--- src/rtl/seq_div_12_pkg.sv ---
// Shared constants and state encoding for the seq_div_12 restoring divider.
package seq_div_pkg;

    localparam int unsigned W  = 12;
    localparam int unsigned DW = 2 * W;
    localparam int unsigned CW = $clog2(DW);

    typedef enum logic [1:0] {
        IDLE = 2'd0,
        RUN  = 2'd1,
        FIN  = 2'd2
    } state_t;

endpackage

--- src/rtl/seq_div_12_step.sv ---
// One restoring-division step: shift in a dividend bit, trial-subtract the divisor.
module div_step #(
    parameter int unsigned W = 12
) (
    input  logic [W:0]   pr,
    input  logic         din,
    input  logic [W-1:0] divisor,
    output logic [W:0]   pr_next,
    output logic         q_bit
);

    logic [W+1:0] pr_ext;
    logic [W+1:0] dsr_ext;

    // One guard bit above pr keeps the compare exact; the result always fits W+1 bits.
    always_comb begin
        pr_ext  = {pr, din};
        dsr_ext = (W + 2)'(divisor);
        q_bit   = (pr_ext >= dsr_ext);
        pr_next = (W + 1)'(q_bit ? (pr_ext - dsr_ext) : pr_ext);
    end

endmodule

--- src/rtl/seq_div_12.sv ---
// Sequential restoring divider: DW-bit dividend / W-bit divisor, one quotient bit per cycle.
// Optional SEQ_DIV_EARLY_TERM_EN: finish in one cycle when dividend < divisor.
module seq_div_12 #(
    parameter  int unsigned W  = seq_div_pkg::W,
    localparam int unsigned DW = 2 * W
) (
    input  logic          clk,
    input  logic          rst,
    input  logic          start,
    input  logic [DW-1:0] dividend,
    input  logic [W-1:0]  divisor,
    output logic          busy,
    output logic          done,
    output logic [DW-1:0] quotient,
    output logic [W-1:0]  remainder,
    output logic          div_by_zero
);

    import seq_div_pkg::*;

    localparam int unsigned CNT_W = $clog2(DW);

    state_t           state;
    state_t           state_next;
    logic [DW-1:0]    dvd;
    logic [DW-1:0]    quo;
    logic [W-1:0]     dsr;
    logic [W:0]       pr;
    logic [W:0]       pr_next;
    logic             q_bit;
    logic [CNT_W-1:0] cnt;

    div_step #(.W(W)) u_step (
        .pr      (pr),
        .din     (dvd[DW-1]),
        .divisor (dsr),
        .pr_next (pr_next),
        .q_bit   (q_bit)
    );

    always_ff @(posedge clk or posedge rst) begin
        if (rst) begin
            state       <= IDLE;
            dvd         <= '0;
            quo         <= '0;
            dsr         <= '0;
            pr          <= '0;
            cnt         <= '0;
            quotient    <= '0;
            remainder   <= '0;
            div_by_zero <= 1'b0;
        end else begin
            state <= state_next;
            case (state)
                IDLE: begin
                    if (start) begin
                        if (divisor == '0) begin
                            quotient    <= '1;
                            remainder   <= dividend[W-1:0];
                            div_by_zero <= 1'b1;
                        end
`ifdef SEQ_DIV_EARLY_TERM_EN
                        else if (dividend < DW'(divisor)) begin
                            quotient    <= '0;
                            remainder   <= dividend[W-1:0];
                            div_by_zero <= 1'b0;
                        end
`endif
                        else begin
                            dvd <= dividend;
                            dsr <= divisor;
                            pr  <= '0;
                            quo <= '0;
                            cnt <= CNT_W'(DW - 1);
                        end
                    end
                end
                RUN: begin
                    dvd <= {dvd[DW-2:0], 1'b0};
                    quo <= {quo[DW-2:0], q_bit};
                    pr  <= pr_next;
                    cnt <= cnt - 1'b1;
                    // Results are loaded on the last step so they are visible in the FIN cycle.
                    if (cnt == '0) begin
                        quotient    <= {quo[DW-2:0], q_bit};
                        remainder   <= pr_next[W-1:0];
                        div_by_zero <= 1'b0;
                    end
                end
                default: ;
            endcase
        end
    end

    always_comb begin
        state_next = state;
        case (state)
            IDLE: begin
                if (start) begin
                    if (divisor == '0) begin
                        state_next = FIN;
                    end
`ifdef SEQ_DIV_EARLY_TERM_EN
                    else if (dividend < DW'(divisor)) begin
                        state_next = FIN;
                    end
`endif
                    else begin
                        state_next = RUN;
                    end
                end
            end
            RUN:     if (cnt == '0) state_next = FIN;
            FIN:     state_next = IDLE;
            default: state_next = IDLE;
        endcase
    end

    always_comb begin
        busy = (state == RUN);
        done = (state == FIN);
    end

endmodule
--- config.mk ---
export PLATFORM = sky130hd
export DESIGN_NAME = seq_div_12
export DESIGN_NICKNAME = d
export VERILOG_FILES = /design/src/rtl/seq_div_12_pkg.sv /design/src/rtl/seq_div_12_step.sv /design/src/rtl/seq_div_12.sv
export SDC_FILE = /design/constraint.sdc
export NUM_CORES = 1
export LEC_CHECK = 0
export ABC_CLOCK_PERIOD_IN_PS = 3100
export BUFFER_PORTS_ARGS = -buffer_cell sky130_fd_sc_hd__buf_2
export CAP_MARGIN = 20
export CORE_MARGIN = 3
export CORE_UTILIZATION = 53
export CTS_BUF_LIST = sky130_fd_sc_hd__clkbuf_4 sky130_fd_sc_hd__clkbuf_8
export CTS_CLUSTER_SIZE = 16
export DETAILED_ROUTE_END_ITERATION = 10
export HOLD_SLACK_MARGIN = 0.08
export PLACE_DENSITY = 0.78
export SKIP_CTS_REPAIR_TIMING = 1
export SYNTH_ARGS = -nofsm -noshare
export SYNTH_HDL_FRONTEND = slang
export SYNTH_SLANG_ARGS = --single-unit
export TNS_END_PERCENT = 50
--- constraint.sdc ---
create_clock -name clk -period 3.1 [get_ports clk]
set_input_delay 0.31 -clock clk [delete_from_list [all_inputs] [get_ports clk]]
set_output_delay 0.31 -clock clk [all_outputs]
set_load 0.02 [all_outputs]
# [After elaboration in Yosys (flattened, before gate mapping)]
# Index checks and enable logic that the tools add are counted.
[totals] latchBits=0 elab_cells=56 mem_bits_ro=0 regBits=116 ram_bits=0 mem_count=0 out_inout_bits=39
[classes] order_cmp=1 n_eq_ne=6 n_reduce_logical=8 bitwise_logic=1 mux=29 n_addsub=2 n_shift=0 n_div=0 mul=0
[op_table] op="24-bit two-way mux" count=5
[op_table] op="24-bit case mux with 2 select lines" count=2
[op_table] op="23-bit two-way mux" count=2
[op_table] op="23-bit case mux with 2 select lines" count=1
[op_table] op="13-bit two-way mux" count=3
[op_table] op="12-bit two-way mux" count=3
[op_table] op="13-bit case mux with 2 select lines" count=1
[op_table] op="12-bit case mux with 2 select lines" count=1
[op_table] op="14-bit by 12-bit >= comparator with 1-bit output" count=1
[op_table] op="13-bit by 12-bit subtractor with 13-bit output" count=1
[op_table] op="12-bit logical NOT" count=1
[op_table] op="5-bit two-way mux" count=2
[op_table] op="5-bit case mux with 2 select lines" count=1
[op_table] op="2-bit two-way mux" count=3
[op_table] op="2-bit != test, second input constant" count=3
[op_table] op="3-bit AND reduction" count=2
[op_table] op="5-bit logical NOT" count=1
[op_table] op="5-bit by 1-bit subtractor with 5-bit output, second input constant" count=1
[op_table] op="2-bit case mux with 2 select lines" count=1
[op_table] op="4-bit AND reduction" count=1
[op_table] op="1-bit two-way mux" count=3
[op_table] op="2-bit by 1-bit == test with 1-bit output, second input constant" count=1
[op_table] op="2-bit == test, second input constant" count=1
[op_table] op="2-bit logical NOT" count=1
[op_table] op="other kinds (5)" count=5

# [Longest topological paths before layout]
# Gate-level depths: netlist of run 1.
[logic_depth] depth_word=4 depth_mapped=12

# [Hierarchy]
# Synthesis of run 1 repeated with hierarchy kept, for this count alone.
[unflattened] cells_unflattened=496 hier_area_um2=5505.3
[by_module_without_submodules] mod="seq_div_12" n_inst=1 seq_area_each_um2=2902.8 cells_per_inst=380 area_each_um2=4677.0
[by_module_without_submodules] mod="div_step" n_inst=1 seq_area_each_um2=0.0 cells_per_inst=116 area_each_um2=828.3

# [Least setup slack after synthesis of run 1]
# No wires, ideal clock.
[synth_path] path_type="reg-to-reg" start="register dvd[23]" end="register pr[12]" arrival_time_ns=2.641 path_slack_ns=0.332 n_path_buf=0 period_less_slack_ns=2.768 setup_time_ns=0.126 path_stages_with_launch=11 cell_sequence="dfrtp_1 > inv_1 > ha_1 > inv_1 > fa_1 > a21o_1 > a221o_1 > a211o_1 > a211o_1 > and4_4 > a311o_1"
[synth_between] elab_chain_len=3
[synth_rtl] element="start, declared" line="seq_div_12.sv:25" rtl="logic [DW-1:0] dvd;"
[synth_rtl] element="start signal, assigned" line="seq_div_12.sv:70" rtl="dvd <= dividend;"
[synth_rtl] element="start signal, assigned" line="seq_div_12.sv:79" rtl="dvd <= {dvd[DW-2:0], 1'b0};"
[synth_rtl] element="13-bit by 12-bit subtractor with 13-bit output or 14-bit by 12-bit >= comparator with 1-bit output (tied branches)" line="seq_div_12_step.sv:20, seq_div_12_step.sv:19"
[synth_rtl] element="13-bit two-way mux *" line="seq_div_12_step.sv:20" rtl="pr_next = (W + 1)'(q_bit ? (pr_ext - dsr_ext) : pr_ext);"
[synth_rtl] element="13-bit case mux with 2 select lines *" line="seq_div_12.sv:54" rtl="case (state)"
[synth_rtl] element="end signal, assigned" line="seq_div_12.sv:81" rtl="pr <= pr_next;"
[synth_rtl] element="end, declared" line="seq_div_12.sv:28" rtl="logic [W:0] pr;"
# Mark *: on every way between the ends. The rest lies on a longest branch, timed or not.
# A chain may end at the register's enable or synchronous reset.

# [Worst setup path after layout of run 1]
[layout_path] start="register dvd[23]" end="register remainder[9]"
[layout_between] elab_chain_len=4
[layout_rtl] element="13-bit by 12-bit subtractor with 13-bit output or 14-bit by 12-bit >= comparator with 1-bit output (tied branches)" line="seq_div_12_step.sv:20, seq_div_12_step.sv:19"
[layout_rtl] element="13-bit two-way mux *" line="seq_div_12_step.sv:20"
[layout_rtl] element="12-bit two-way mux *" line="seq_div_12.sv:84" rtl="if (cnt == '0) begin"
[layout_rtl] element="12-bit case mux with 2 select lines *" line="seq_div_12.sv:54"
[layout_rtl] element="end signal, assigned" line="seq_div_12.sv:59" rtl="remainder <= dividend[W-1:0];"
[layout_rtl] element="end signal, assigned" line="seq_div_12.sv:86" rtl="remainder <= pr_next[W-1:0];"
[layout_rtl] element="end, declared" line="seq_div_12.sv:15" rtl="output logic [W-1:0] remainder,"
# Mark *: on every way between the ends. The rest lies on a longest branch, timed or not. The select of a mux whose other input is x is not followed.

==> reports/results.md, run 1 <==
| Item | Reported |
|:---|:---|
| Status | complete, no violations |
| Reg clk slew, reported paths | 70 ps |
| Fraction of met2 tracks used by global routing | 0.364 |
| Leakage power | 3.06 nW |
| Clock network power share | 0.156 |
| Sequential power share | 0.350 |
| Met1 Resource Use GR | 0.291 |
| Post-synthesis simple-gate area fraction | 0.141 |
| Number of standard-cell rows in the floorplan | 36 |
| Cell-internal power | 4.49 mW |
| Post-detailed-routing wire length | 12,000 um |
| Core area | 9820 um^2 |
| CP startpoint kind | register |
| Busiest metal layer after global routing | met2 |
| Layout Utilization | 0.635 |
| Flop and latch count out of synthesis | 116 |
| Max FO, Critical Path | 12 |
| Starting Density | 0.548 |
| Antenna violations before repair | 0 |
| Synth unique cells | 57 |
| Global-route track usage on met3 | 0.0590 |
| Largest family of logic cells by synthesized area | compound AO/OA/AOI/OAI gates |
| Sequential element share of the synthesized area | 0.540 |
| DR pass1 iterations | 6 |
| Yosys warning total | 0 |
| Final net count | 659 |
| Area of the mapped netlist | 5380 um^2 |
| Crit. Startpoint | dvd[23]$_DFFE_PP0P_ |
| Later-pin clock latency in the skew report | 430 ps |
| Clock buffers created by TritonCTS | 17 |
| Type of the worst setup path | register to register |
| Die width | 107 um |
| Arrival time at the worst endpoint | 3250 ps |
| Prevailing post-synth register cell | dfrtp_1 |
| Number of violations reported at the end of detailed-routing iteration 0 | 365 |
| Reg-to-reg startpoint | dvd[23]$_DFFE_PP0P_ |
| Dpl hpwl | 8170 um |
| Diodes inserted | 0 |
| Clk buf depth | 2 |
| Max-slew violation total from the final report | 0 |
| Per-instance average area after synthesis | 10.1 um^2 |
| Total number of H-tree levels | 4 |
| Mean number of vias per cell | 5.70 |
| Max Fclk | 338 MHz |
| Number of buffers inserted by port buffering | 77 |
| Switching Power | 3.31 mW |
| Worst endpoint required time | 3390 ps |
| Synthesis-to-finish area growth | 16.0% |
| Residual DRC count | 0 |
| Overall die height | 107 um |
| Top-level port count | 78 |
| Total clock sinks | 116 |
| Number of enable flip-flop cells after synthesis | 0 |
| Weighted congestion reported at the end of routability-driven placement | 0.867 |
| First-pass GRT wire length | 20,200 um |
| Xor/xnor share of the synthesized area | 0.0179 |
| DR vias | 4,266 |
| Final sum of negative setup slack | 0 ps |
| VDD IR-drop max | 0.518 mV |
| Slew of the pin with the lowest slew margin | 1000 ps |
| Largest net degree at the start of global routing | 117 |
| Share of total power consumed by net switching | 0.424 |
| Drt wl/cell | 16.0 um |
| DIE AREA | 11,400 um^2 |
| RSZ-0062 raised after global routing | false |
| Hold slack final | 103 ps |
| Final Hold Viols | 0 |
| Clock tree from TritonCTS | built |
| Proportion of layout cells with a drive suffix above 1 | 0.211 |
| Number of standard cells after synthesis | 533 |
| Share of the clock period used by the worst path | 0.954 |
| Post-synthesis async set-or-reset flop share | 1.00 |
| Number of antenna-violating nets in the routed design | 0 |
| Power Dens Cells | 1250 nW/um^2 |
| Critical Path Sink Type | register |
| Min Tclk post-route | 2960 ps |
| Final setup fails | 0 |
| Clock Root Buffer | clkbuf_8 |
| Startpoint of the tightest hold check path | divisor[5] |
| Adder and majority cell fraction of the synthesized area | 0.0363 |
| Mux contribution to synthesized area | 0.0440 |
| Aggregate global routing overflow | 0 |
| Number of max-cap violations | 0 |
| Worst clock skew on the final layout | 10.7 ps |
| Share of total power in combinational logic | 0.494 |
| Via count of the first global-routing pass | 4,203 |
| Total global routing track utilization | 0.225 |
| Worst Hold Class | primary input to register |
| Worst slew margin relative to its limit | 0.330 |
| Complex-gate fraction of the synthesized area | 0.168 |
| Synthesized netlist net count | 587 |
through the flow:
stage / setup slack [ps] / area [um^2] / power (mW) / instances
finish: 142 / 6240 / 7.80 / 749
global route: 22.8 / 6240 / 8.43 / 749
detailed placement: 164 / 5880 / 6.57 / 718
global placement: 263 / 5880 / 6.39 / 718
floorplan: 332 / 5380 / 5.61 / 533
CTS: 123 / 6230 / 7.83 / 748
cells in the final DEF, fill, tap and decap left out, types with 5 or more instances in the layout:
master	synthesis	final
nor2_1	67	67
nand2_1	50	50
a211oi_1	5	5
nor3_1	28	28
a222oi_1	11	11
a21oi_1	11	11
mux2i_1	21	21
ha_1	14	14
o22ai_1	6	6
inv_1	32	30
xor2_1	7	7
o21ai_1	12	12
clkinv_2	0	7
buf_2	2	77
dfrtp_1	116	116
a22o_1	22	22
o21ai_0	27	27
clkbuf_8	0	18
buf_4	0	10
area by class of cell:
cell class / count / area, um^2
fill: 820 / 3580
clock inverter: 11 / 88.8
multi-input combinational: 348 / 2210
clock buffer: 19 / 255
sequential: 116 / 2900
tap: 133 / 166
inverter: 33 / 128
timing repair buffer: 89 / 490
state kept, by name, summed over array words and instances, names as in the netlist:
name and cells:
pr 13, remainder 12, dsr 12, quo 23, div_by_zero 1, cnt 5
state 2, quotient 24, dvd 24
synthesized netlist by cell type (2+ instances only):
library cell / n / area, um^2
dfrtp_1: 116 / 2900
nor2_1: 67 / 251
nand2_1: 50 / 188
inv_1: 32 / 120
clkbuf_1: 28 / 105
nor3_1: 28 / 140
o21ai_0: 27 / 135
a22o_1: 22 / 193
mux2i_1: 21 / 210
ha_1: 14 / 175
o21ai_1: 12 / 60.1
a21oi_1: 11 / 55.1
a222oi_1: 11 / 110
xor2_1: 7 / 61.3
o22ai_1: 6 / 37.5
a211oi_1: 5 / 37.5
nand2b_1: 4 / 25.0
nor4_1: 4 / 25.0
xnor2_1: 4 / 35.0
a21o_1: 3 / 22.5
a22oi_1: 3 / 22.5
a31oi_1: 3 / 18.8
and3_1: 3 / 18.8
buf_1: 3 / 11.3
buf_6: 3 / 33.8
nor2b_1: 3 / 18.8
o21a_1: 3 / 22.5
o21bai_1: 3 / 22.5
a211o_1: 2 / 17.5
a311o_1: 2 / 20.0
buf_2: 2 / 10.0
nand3_1: 2 / 10.0
o21ai_2: 2 / 17.5
o22a_1: 2 / 17.5
o31ai_1: 2 / 15.0
or3_1: 2 / 12.5
power by group through the flow:
stage | clock [mW] | sequential (mW) | combinational (mW)
3_3_place_gp | 0 | 2.71 | 3.68
6_report | 1.21 | 2.73 | 3.86
3_5_place_dp | 0 | 2.74 | 3.84
2_1_floorplan | 0 | 2.91 | 2.70
4_1_cts | 1.25 | 2.72 | 3.86
5_1_grt | 1.32 | 2.81 | 4.30
final timing paths:
check | slack (ps) | endpoint | cells past startpoint
worst min-delay path | 100 | dsr[5]$_DFFE_PP0P_ | 3
worst max register to register | 140 | remainder[9]$_DFFE_PP0P_ | 11
worst min register to register | 480 | dvd[18]$_DFFE_PP0P_ | 2
max in group asynchronous | 2050 | dvd[10]$_DFFE_PP0P_ | 4
min in group asynchronous | 610 | quotient[21]$_DFFE_PP0P_ | 4
worst max-delay path | 140 | remainder[9]$_DFFE_PP0P_ | 11
critical path: stages, from the launching register on:
cell,delay (ps)
dfrtp_1,390
inv_1,90
ha_1,170
inv_1,50
fa_1,390
a21o_1,230
a221o_1,350
a211o_1,340
a31o_1,250
buf_4,200
a31oi_1,250
a211oi_1,120
logic make-up after synthesis:
logic type | after synthesis
compound gates | 128
xor+xnor | 11
fa+ha+maj | 15
buf+inv | 69
flops | 116
mux | 23
simple gates | 171
layer usage:
metal,vias to the layer above,wire length [um],part of all wire
met5,-,0,0
met4,0,296,0.025
met3,26,746,0.062
met2,144,5850,0.49
met1,2075,5090,0.42
li1,2021,-,-
(Power assumes the default switching activity.)
==> inputs of run 2 (changes only) <==
ABC_AREA = 1   (was unset)
CORE_UTILIZATION = 54   (was 53)
==> run 2 against run 1 <==
  * Setup slack better by 330 ps
  * Combinational power is 1% higher
  * Routed wire length is 12% higher
  * Fmax is 12% higher
  * Die area is 6.2% higher
  * Sequential share of layout area is 3.1 points lower
  * Global-route usage is 1.5 points higher
  * Clock power is 18% higher
  * Design area is 7.0% higher
  * Hold slack worse by 19 ps
  * Largest cell class unchanged
==> reports/results.md, run 2 <==
| Item | Reported |
|:---|:---|
| Max-slew violation total from the final report | 0 |
| Drt wl/cell | 14.4 um |
| VDD IR-drop max | 0.717 mV |
| Synth unique cells | 35 |
| Commonest non-fill, non-tap cell in the layout | nand2_1 |
| Clk buf depth | 2 |
| Core area | 10,400 um^2 |
| RSZ-0062 raised after global routing | false |
| Starting Density | 0.561 |
| Arrival time at the worst endpoint | 2320 ps |
| DR pass1 iterations | 5 |
| Largest net degree at the start of global routing | 86 |
| Final Hold Viols | 0 |
| Clock tree from TritonCTS | built |
| Clock Root Buffer | clkbuf_8 |
| Final net count | 837 |
| Startpoint of the tightest hold check path | divisor[0] |
| Area of the mapped netlist | 5840 um^2 |
| CP startpoint kind | register |
| Number of standard cells after synthesis | 713 |
| DR vias | 5,023 |
| Max FO, Critical Path | 75 |
| Worst Hold Class | primary input to register |
| Post-route cell area | 6680 um^2 |
| Slew of the pin with the lowest slew margin | 1030 ps |
| Dpl hpwl | 9300 um |
| Antenna violations before repair | 0 |
| Share of the clock period used by the worst path | 0.849 |
| Proportion of layout cells with a drive suffix above 1 | 0.175 |
| Via count of the first global-routing pass | 4,853 |
| Worst slew margin relative to its limit | 0.315 |
| Prevailing post-synth register cell | dfrtp_1 |
| First-pass GRT wire length | 22,500 um |
| Per-instance average area after synthesis | 8.19 um^2 |
| End of the worst register-to-register path | remainder[11]$_DFFE_PP0P_ |
| Top-level port count | 78 |
| Clock buffers created by TritonCTS | 17 |
| Overall die height | 110 um |
| Standard cell area after detailed placement | 6260 um^2 |
| Buffer and inverter count on the worst path | 4 |
| Total clock sinks | 116 |
| Hold path depth | 3 |
| Hold slack final | 84.7 ps |
| Worst setup slack after placement | 829 ps |
| Synthesized netlist net count | 767 |
| Number of antenna-violating nets in the routed design | 0 |
| Destination of the worst hold path | dsr[0]$_DFFE_PP0P_ |
| Flop and latch count out of synthesis | 116 |
| Slack of the worst reg-to-reg path | 760 ps |
| Most area-consuming cells after synthesis | dfrtp_1 50%, nand2_1 10%, inv_1 7.1% |
| Number of standard-cell rows in the floorplan | 37 |
| Final sum of negative setup slack | 0 ps |
| Post-synth top area cell | dfrtp_1 |
| Layout filler cell count | 908 |
| Total number of H-tree levels | 4 |
| Post-detailed-routing wire length | 13,400 um |
| Crit path cell chain | inv_1 -> nand2_2 -> inv_2 -> buf_4 -> buf_2 |
| Yosys warning total | 0 |
| Most used cells in the layout excluding fill and tap cells | 158 x nand2_1, 116 x dfrtp_1, 109 x inv_1, 77 x buf_2, 68 x nor2_1 |
| Top cells by count, synth | 158 x nand2_1, 116 x dfrtp_1, 110 x inv_1, 68 x nor2_1, 56 x nand3_1 |
| Setup ws final | 469 ps |
| Aggregate global routing overflow | 0 |
| Most repeated cell in the gate-level netlist after synthesis | nand2_1 |
| Reg-to-reg startpoint | state[1]$_DFFE_PP0P_ |
| Max Fclk | 380 MHz |
| Reg clk slew, reported paths | 80 ps |
| Diodes inserted | 0 |
| Post-synthesis async set-or-reset flop share | 1.00 |
| Final setup fails | 0 |
| Leakage power | 3.32 nW |
| Slowest cell on the critical path | buf_4 |
| Synthesis-to-finish area growth | 14.3% |
| Min Tclk post-route | 2630 ps |
| Multi-input gate area in the final layout | 2330 um^2 |
| Depth of the worst register-to-register path | 9 |
| Number of violations reported at the end of detailed-routing iteration 0 | 314 |
| Sequential cell area | 2900 um^2 |
| Power Dens Cells | 1150 nW/um^2 |
| Finished Layout Cells | 932 |
| Worst endpoint required time | 2790 ps |
| Largest registers ranked by flip-flop count | dvd: 24 flops, quotient: 24 flops, quo: 23 flops |
| Crit path max-delay family | buffers and inverters |
| Worst clock skew on the final layout | 17.3 ps |
| Overall power after layout | 7.69 mW |
| Die width | 110 um |
| Sequential element share of the synthesized area | 0.497 |
| Placed Cells incl. Taps | 899 |
| Layout Utilization | 0.641 |
| Number of enable flip-flop cells after synthesis | 0 |
| Mean number of vias per cell | 5.39 |
| Worst stage delay on the critical path | 610 ps |
| Weighted congestion reported at the end of routability-driven placement | 0.927 |
| Type of the worst setup path | register to output pin |
| Top cell type's share of synthesized area | 0.497 |
| Residual DRC count | 0 |
| Status | complete, no violations |
| Number of buffers inserted by port buffering | 77 |
| Number of max-cap violations | 0 |
| Total global routing track utilization | 0.240 |
| DIE AREA | 12,100 um^2 |
| Critical Path Sink Type | output pin |
| Later-pin clock latency in the skew report | 450 ps |
## run 2: cell count changes after synthesis, sizes merged, moves of 15 or more
cell	change
buf	+15
mux2i	-21
nand2	+115
a21oi	+16
nor3	-26
clkbuf	-20
nand4	+15
inv	+80
o22ai	+17
a22o	-22
nand3	+63
## run 2: worst max path at each step
| stage | to | slack (ps) | depth (start not counted) | from |
|---|---|---|---|---|
| floorplan | remainder[0]$_DFFE_PP0P_ | 1240 | 12 | dvd[23]$_DFFE_PP0P_ |
| global placement | remainder[9]$_DFFE_PP0P_ | 890 | 9 | state[1]$_DFFE_PP0P_ |
| detailed placement | remainder[9]$_DFFE_PP0P_ | 830 | 9 | state[1]$_DFFE_PP0P_ |
| CTS | busy | 480 | 5 | state[1]$_DFFE_PP0P_ |
| global route | busy | 270 | 5 | state[1]$_DFFE_PP0P_ |
| finish | busy | 470 | 5 | state[1]$_DFFE_PP0P_ |
## run 2: final cells by class
cell class | instances | area share
Clock buffer | 19 | 0.0392
Clock inverter | 13 | 0.0217
Timing Repair Buffer | 82 | 0.0656
Tap cell | 136 | 0.0255
Inverter | 113 | 0.0641
Sequential cell | 116 | 0.435
Multi-Input combinational cell | 453 | 0.349
## run 2: report_power, final
part | leakage (nW) | internal [mW] | total [mW] | switching (mW)
clock | 0.212 | 0.768 | 1.43 | 0.659
sequential | 1.36 | 2.09 | 2.37 | 0.277
combinational | 1.75 | 1.24 | 3.90 | 2.66
## run 2: cells by family (layout without fill, tap and decap cells)
| logic type | count (synthesis) | in the layout | synth area share |
|---|---|---|---|
| simple gates | 334 | 334 | 0.260 |
| buf+inv | 144 | 227 | 0.104 |
| flops | 116 | 116 | 0.497 |
| compound gates | 98 | 98 | 0.0966 |
| fa+ha+maj | 15 | 15 | 0.0334 |
| xor+xnor | 6 | 6 | 0.00900 |
## run 2: tightest hold or removal path, stage by stage
cell and delay [ps]:
buf_2 90, nand2_1 50, nand2_1 50
## run 2: per-layer routing
metal	global-route usage	wire length [um]	part of all wire	vias to the layer above
li1	-	-	-	2421
met1	0.298	5820	0.43	2422
met2	0.396	6570	0.49	148
met3	0.0676	717	0.053	32
met4	0.0971	343	0.026	0
met5	0	0	0	-
